[src/rtl/obj_line_fetch.sv]
// Sprite line fetcher: walks the object attribute table, picks objects crossing
// the next scanline, fetches one ROM row per 16-px span and emits line-buffer writes.
module obj_line_fetch #(
  parameter int                OBJ_COUNT  = 512,
  parameter int                ADDR_W     = 25,
  parameter int                DATA_W     = 64,
  parameter logic [ADDR_W-1:0] ROM_BASE   = {ADDR_W{1'b0}},
  parameter int                SPAN_LIMIT = 0,
  localparam int               IDX_W      = $clog2(OBJ_COUNT)
) (
  input  logic              clk,
  input  logic              reset_n,
  input  logic              ce,
  input  logic              line_start,
  input  logic [8:0]        v_line,
  input  logic              flip_screen,
  output logic [IDX_W-1:0]  obj_idx,
  input  logic [63:0]       obj_in,
  output logic [ADDR_W-1:0] rom_addr,
  output logic              rom_req,
  input  logic              rom_ack,
  input  logic [DATA_W-1:0] rom_data,
  output logic              lb_we,
  output logic [9:0]        lb_x,
  output logic [6:0]        lb_color,
  output logic              lb_prio,
  output logic              lb_flip,
  output logic [DATA_W-1:0] lb_data,
  output logic              busy,
  output logic              overflow,
  output logic [9:0]        span_count
);

  localparam bit         LIM_EN = (SPAN_LIMIT > 0) && (SPAN_LIMIT <= 1023);
  localparam logic [9:0] LIM    = LIM_EN ? 10'(SPAN_LIMIT) : 10'd0;

  typedef enum logic [2:0] {
    S_IDLE  = 3'd0,
    S_LOAD  = 3'd1,
    S_EVAL  = 3'd2,
    S_FETCH = 3'd3,
    S_WRITE = 3'd4
  } state_t;

  state_t            state;
  logic [63:0]       ent;
  logic [8:0]        ve;
  logic [2:0]        span;
  logic              stale;
  logic              ack_seen;
  logic [DATA_W-1:0] ack_data;

  logic [63:0]       cur;
  logic [8:0]        h;
  logic [8:0]        rel_y;
  logic [8:0]        row_y;
  logic              hit;
  logic [2:0]        wm1_cur;
  logic [2:0]        wm1_ent;
  logic [2:0]        col;
  logic [15:0]       code_r;
  logic [22:0]       row_off;
  logic [ADDR_W-1:0] addr_nxt;
  logic [IDX_W:0]    sum_cur;
  logic [IDX_W:0]    sum_ent;
  logic [9:0]        sc_inc;
  logic [9:0]        x_nxt;
  logic              unused_bits;

  function automatic logic [3:0] obj_width(input logic [1:0] wl);
    return 4'd1 << wl;
  endfunction

  // Object evaluation and ROM address for the current span; entry comes from
  // the table on the first span and from the latched copy on later spans.
  always_comb begin
    cur      = (span == 3'd0) ? obj_in : ent;
    h        = 9'd16 << cur[10:9];
    rel_y    = ve + cur[8:0] + h;
    hit      = (rel_y < h);
    row_y    = cur[41] ? (h - 9'd1 - rel_y) : rel_y;
    wm1_cur  = 3'(obj_width(cur[12:11]) - 4'd1);
    col      = cur[40] ? (wm1_cur - span) : span;
    code_r   = cur[31:16] + {11'd0, row_y[8:4]} + {10'd0, col, 3'd0};
    row_off  = {code_r, row_y[3:0], 3'b000};
    addr_nxt = ROM_BASE + ADDR_W'(row_off);
    wm1_ent  = 3'(obj_width(ent[12:11]) - 4'd1);
    sum_cur  = {1'b0, obj_idx} + (IDX_W+1)'(obj_width(cur[12:11]));
    sum_ent  = {1'b0, obj_idx} + (IDX_W+1)'(obj_width(ent[12:11]));
    sc_inc   = (span_count == 10'h3FF) ? span_count : span_count + 10'd1;
    x_nxt    = ent[57:48] + {3'd0, span, 4'd0};
  end

  assign unused_bits = ^{cur[15:13], cur[47:42], cur[63:58]};

  // Sequencer: ROM ack capture on every clk, state advance only on ce.
  always_ff @(posedge clk or negedge reset_n) begin
    if (!reset_n) begin
      state      <= S_IDLE;
      ent        <= 64'd0;
      ve         <= 9'd0;
      span       <= 3'd0;
      stale      <= 1'b0;
      ack_seen   <= 1'b0;
      ack_data   <= {DATA_W{1'b0}};
      obj_idx    <= {IDX_W{1'b0}};
      rom_addr   <= {ADDR_W{1'b0}};
      rom_req    <= 1'b0;
      lb_we      <= 1'b0;
      lb_x       <= 10'd0;
      lb_color   <= 7'd0;
      lb_prio    <= 1'b0;
      lb_flip    <= 1'b0;
      lb_data    <= {DATA_W{1'b0}};
      busy       <= 1'b0;
      overflow   <= 1'b0;
      span_count <= 10'd0;
    end else begin
      lb_we <= 1'b0;
      // An ack owed to an abandoned request only clears the stale marker.
      if (rom_ack) begin
        if (stale) begin
          stale <= 1'b0;
        end else if (rom_req) begin
          ack_seen <= 1'b1;
          ack_data <= rom_data;
          rom_req  <= 1'b0;
        end
      end
      if (ce) begin
        if (line_start) begin
          obj_idx    <= {IDX_W{1'b0}};
          span       <= 3'd0;
          span_count <= 10'd0;
          overflow   <= 1'b0;
          busy       <= 1'b1;
          ve         <= v_line ^ {9{flip_screen}};
          ack_seen   <= 1'b0;
          rom_req    <= 1'b0;
          if (rom_req && !rom_ack) begin
            stale <= 1'b1;
          end
          state <= S_LOAD;
        end else begin
          case (state)
            S_IDLE: state <= S_IDLE;
            S_LOAD: state <= S_EVAL;
            S_EVAL: begin
              if (span == 3'd0) begin
                ent <= obj_in;
              end
              if (hit) begin
                if (!stale) begin
                  rom_addr <= addr_nxt;
                  rom_req  <= 1'b1;
                  state    <= S_FETCH;
                end else begin
                  state <= S_EVAL;
                end
              end else begin
                obj_idx <= sum_cur[IDX_W-1:0];
                if (sum_cur[IDX_W]) begin
                  busy  <= 1'b0;
                  state <= S_IDLE;
                end else begin
                  state <= S_LOAD;
                end
              end
            end
            S_FETCH: begin
              if (ack_seen) begin
                ack_seen <= 1'b0;
                state    <= S_WRITE;
              end else begin
                state <= S_FETCH;
              end
            end
            S_WRITE: begin
              lb_we      <= 1'b1;
              lb_x       <= x_nxt;
              lb_color   <= ent[38:32];
              lb_prio    <= ent[39];
              lb_flip    <= ent[40];
              lb_data    <= ack_data;
              span_count <= sc_inc;
              if (LIM_EN && (sc_inc >= LIM)) begin
                overflow <= 1'b1;
                busy     <= 1'b0;
                span     <= 3'd0;
                state    <= S_IDLE;
              end else if (span == wm1_ent) begin
                span    <= 3'd0;
                obj_idx <= sum_ent[IDX_W-1:0];
                if (sum_ent[IDX_W]) begin
                  busy  <= 1'b0;
                  state <= S_IDLE;
                end else begin
                  state <= S_LOAD;
                end
              end else begin
                span  <= span + 3'd1;
                state <= S_EVAL;
              end
            end
            default: state <= S_IDLE;
          endcase
        end
      end
    end
  end

endmodule

[config.mk]
export PLATFORM = sky130hd
export DESIGN_NAME = obj_line_fetch
export DESIGN_NICKNAME = d
export VERILOG_FILES = /design/src/rtl/obj_line_fetch.sv
export SDC_FILE = /design/constraint.sdc
export NUM_CORES = 1
export LEC_CHECK = 0
export ABC_AREA = 1
export BUFFER_PORTS_ARGS = -buffer_cell sky130_fd_sc_hd__buf_2
export CORE_MARGIN = 2
export CORE_UTILIZATION = 59
export CTS_BUF_LIST = sky130_fd_sc_hd__clkbuf_4 sky130_fd_sc_hd__clkbuf_8 sky130_fd_sc_hd__clkbuf_16
export DETAILED_ROUTE_END_ITERATION = 6
export PLACE_DENSITY = 0.86
export SYNTH_ARGS = -nofsm -noshare
export SYNTH_HDL_FRONTEND = slang
export SYNTH_SLANG_ARGS = --single-unit
[constraint.sdc]
create_clock -name clk -period 11.2 [get_ports clk]
set_input_delay 0.56 -clock clk [delete_from_list [all_inputs] [get_ports clk]]
set_output_delay 0.56 -clock clk [all_outputs]
set_load 0.03 [all_outputs]
==> impl_results.md <==
* Reg-to-reg critical path endpoint: rom_addr[21]
* Die area at 22460 sq um
* CTS tree: yes
* Power Total at 3.257 mW
* Sw Ratio at 0.3467
* Critical Path Start: span[1]
* DP HPWL at 20.90 mm
* CP required at 11.61 ns
* Initial DRC Count at 568
* Switching power at 1.129 mW
* Root Buffer Master: clkbuf_16
* Mapped Cells at 1472
* Netlist cell types at 41
* Clock power share at 0.290
* Gpl congestion at 0.8879
* Crit path buffers/inverters at 8
* Area fraction of the dominant cell type after synthesis at 0.5083
* Post-cts sizing count at 0
* Detailed-route DRC error count at 0
* Fin area at 14920 sq um
* Top cells by count, synth: 353 x nand2_1, 255 x dfrtp_1, 185 x inv_1, 149 x o21ai_0, 116 x nor2_1
* Setup Skew at 0.007046 ns
* Clock transition at path regs at 0.07 ns
* Maximum clock frequency at 0.1494 GHz
* Async SR Flop Fraction at 1.000
* CP Data Arrival Time at 7.11 ns
* First-pass GRT wire length at 48.72 mm
* CTS Buf Count at 26
* Via/cell ratio at 5.317
* Hold violation count in the final report at 0
* Met1 wire length at 12.06 mm
* Clk Latency, worst-skew pair at 0.52 ns
* Yosys top cell by area: dfrtp_1
* Flop-to-flop setup slack at 4.50 ns
* Ys Warns at 0
* Routed vias at 10628
* Area of the mapped netlist at 12550 sq um
* Logic pwr share at 0.310
* Total Wirelength at 30.04 mm
* Area growth syn-to-layout at 18.85%
* Status: finished, final reports clean
* ANT nets after route at 0
* Die W at 149.9 microns
* Htree depth at 1
* CP Max Fanout at 37
* Filler cell count in the final layout at 1537
* Hold_buf cts at 0
* Max Cap Viol at 0
* Largest net degree at the start of global routing at 137
* R2R depth at 36
* WL/cell at 15.03 microns
* Die Y-Extent at 149.9 microns
* CP delay by family, top: adder cells
* VDD IR-drop max at 0.1360 mV
* Critical path endpoint category: flip-flop
* Max-slew violation count at 0
* IO Count at 274
* Synth Flop Type: dfrtp_1
* Final net count at 1900
* Slowest cell on crit path: fa_1
* Endpoints failing setup at 0
* Worst slew pin tran at 1.200 ns
* CP Class: reg -> reg
* Worst Hold Class: in -> async
* Top Layer Used: met5
* Startpoint Class: flip-flop
* Num Clock Sinks at 255
* Initial antenna violation count at 6
* Global-route usage over all layers at 0.2660
* Worst slew margin at 0.1769
* Port buffer count at 252
* Vias in the first global route at 10374
* Max clock buf depth at 3
* Sequential fraction of the synthesis area at 0.5083
* DRT Pass-1 Iters at 5
* Layout cell share with drive strength beyond 1 at 0.1984
* LEAKAGE at 8.226 nW
* Cell Rows at 53
* Max stage delay on crit path at 0.56 ns
* Fin crit share at 0.5978
* Area occupied by multi-input gates at 5189 sq um
* Synth Register Bits at 255
* Most frequent cell after synthesis: nand2_1
* Largest cells by area after synthesis: dfrtp_1 51%, nand2_1 11%, o21ai_0 5.9%, inv_1 5.5%, ha_1 4.4%
* Total gr overflow at 0
* Post-route setup TNS at 0 ns
* Power share of the sequential group at 0.400
* CP most frequent cell: nand2_1
* Area after DPL at 13960 sq um
* Tmin final at 6.695 ns
* PD cells at 218.3 nW/um^2
* Final Util at 0.7120
* Avg Inst Size Synth at 8.529 sq um
* Number of synthesized flops with an enable pin at 0
* Routed met3 length at 2.430 mm
* Worst r2r src: span[1]
* Effective utilization at floorplan at 0.5991
* RSZ-0062 raised after global routing: false
* Routed wl met2 at 14.75 mm
* CORE AREA at 20960 sq um
* Internal power at 2.128 mW
* Setup bufs post-CTS at 0
* FF+latch area at 6381 sq um
## power by group through the flow
| stage | clock network [mW] | logic [mW] | registers, mW |
|---|---|---|---|
| final | 0.945 | 1.01 | 1.30 |
| after CTS | 0.959 | 1.01 | 1.30 |
| after floorplan | 0 | 0.605 | 1.43 |
| after global routing | 0.999 | 1.15 | 1.33 |
| after detailed placement | 0 | 1.00 | 1.32 |
| after global placement | 0 | 0.953 | 1.30 |
## registers in the layout (all words and copies together) (netlist names), 3 cells and up
name,cells
lb_color,7
ack_data,64
span_count,10
span,3
lb_x,10
ve,9
obj_idx,9
rom_addr,20
ent,49
state,3
lb_data,64
## logic make-up (layout without fill, tap and decap cells)
logic type	count (synthesis)	in the layout	share of synthesized area
compound gates	271	271	0.1116
xor+xnor	51	51	0.03558
fa+ha+maj	56	56	0.06299
buf+inv	254	496	0.08132
flops	255	255	0.5083
mux	19	19	0.01664
other cells	1	11	0.0002987
simple gates	565	565	0.1833
## how the worst max path moves through the flow
stage | to | slack [ns] | cells after the start
floorplan | rom_addr[21] | 5.40 | 35
global placement | rom_addr[21] | 4.72 | 36
detailed placement | rom_addr[21] | 4.57 | 36
CTS | rom_addr[21] | 4.53 | 36
global route | rom_addr[21] | 3.81 | 37
finish | rom_addr[21] | 4.50 | 36
## per-layer routing
| metal | up-vias | track usage |
|---|---|---|
| met5 | - | 0 |
| met4 | 2 | 0.07972 |
| met3 | 65 | 0.05518 |
| met2 | 391 | 0.4653 |
| met1 | 5054 | 0.3334 |
| li1 | 5116 | - |
## layout by cell type (no fill, tap or decap), types with 34 or more instances in the layout
cell type / count
inv_1: 185
buf_2: 251
nor2_1: 116
o21ai_0: 149
dfrtp_1: 255
nand3_1: 57
nand2_1: 353
ha_1: 44
xor2_1: 34
a21oi_1: 101
## stage by stage
stage | hold WS (ns) | setup slack (ns) | cells
after floorplan | 0.2644 | 5.402 | 1477
after global placement | 0.4465 | 4.719 | 1948
after detailed placement | 0.4529 | 4.570 | 1948
after CTS | 0.1969 | 4.534 | 1994
after global routing | 0.2383 | 3.812 | 1997
final | 0.1370 | 4.505 | 1999
## layout make-up
class	instances	share of cell area
antenna	5	0.0008386
sequential	255	0.4277
multi-input combinational	968	0.3478
inverter	190	0.04797
clock buffer	35	0.05099
tap	275	0.02306
clock inverter	11	0.01249
timing repair buffer	260	0.08922
## worst register-to-register path, delay by kind of cell, from the launching register on
kind                     cells  cell delay (ns)
AO/OA/AOI/OAI                7             1.13
XOR/XNOR                     2             0.38
adder cells (fa/ha/maj)      6             2.32
buffers and inverters        8             0.94
flip-flops                   1             0.47
AND/OR/NAND/NOR             13             1.35
Power figures use the tool's default switching activity.
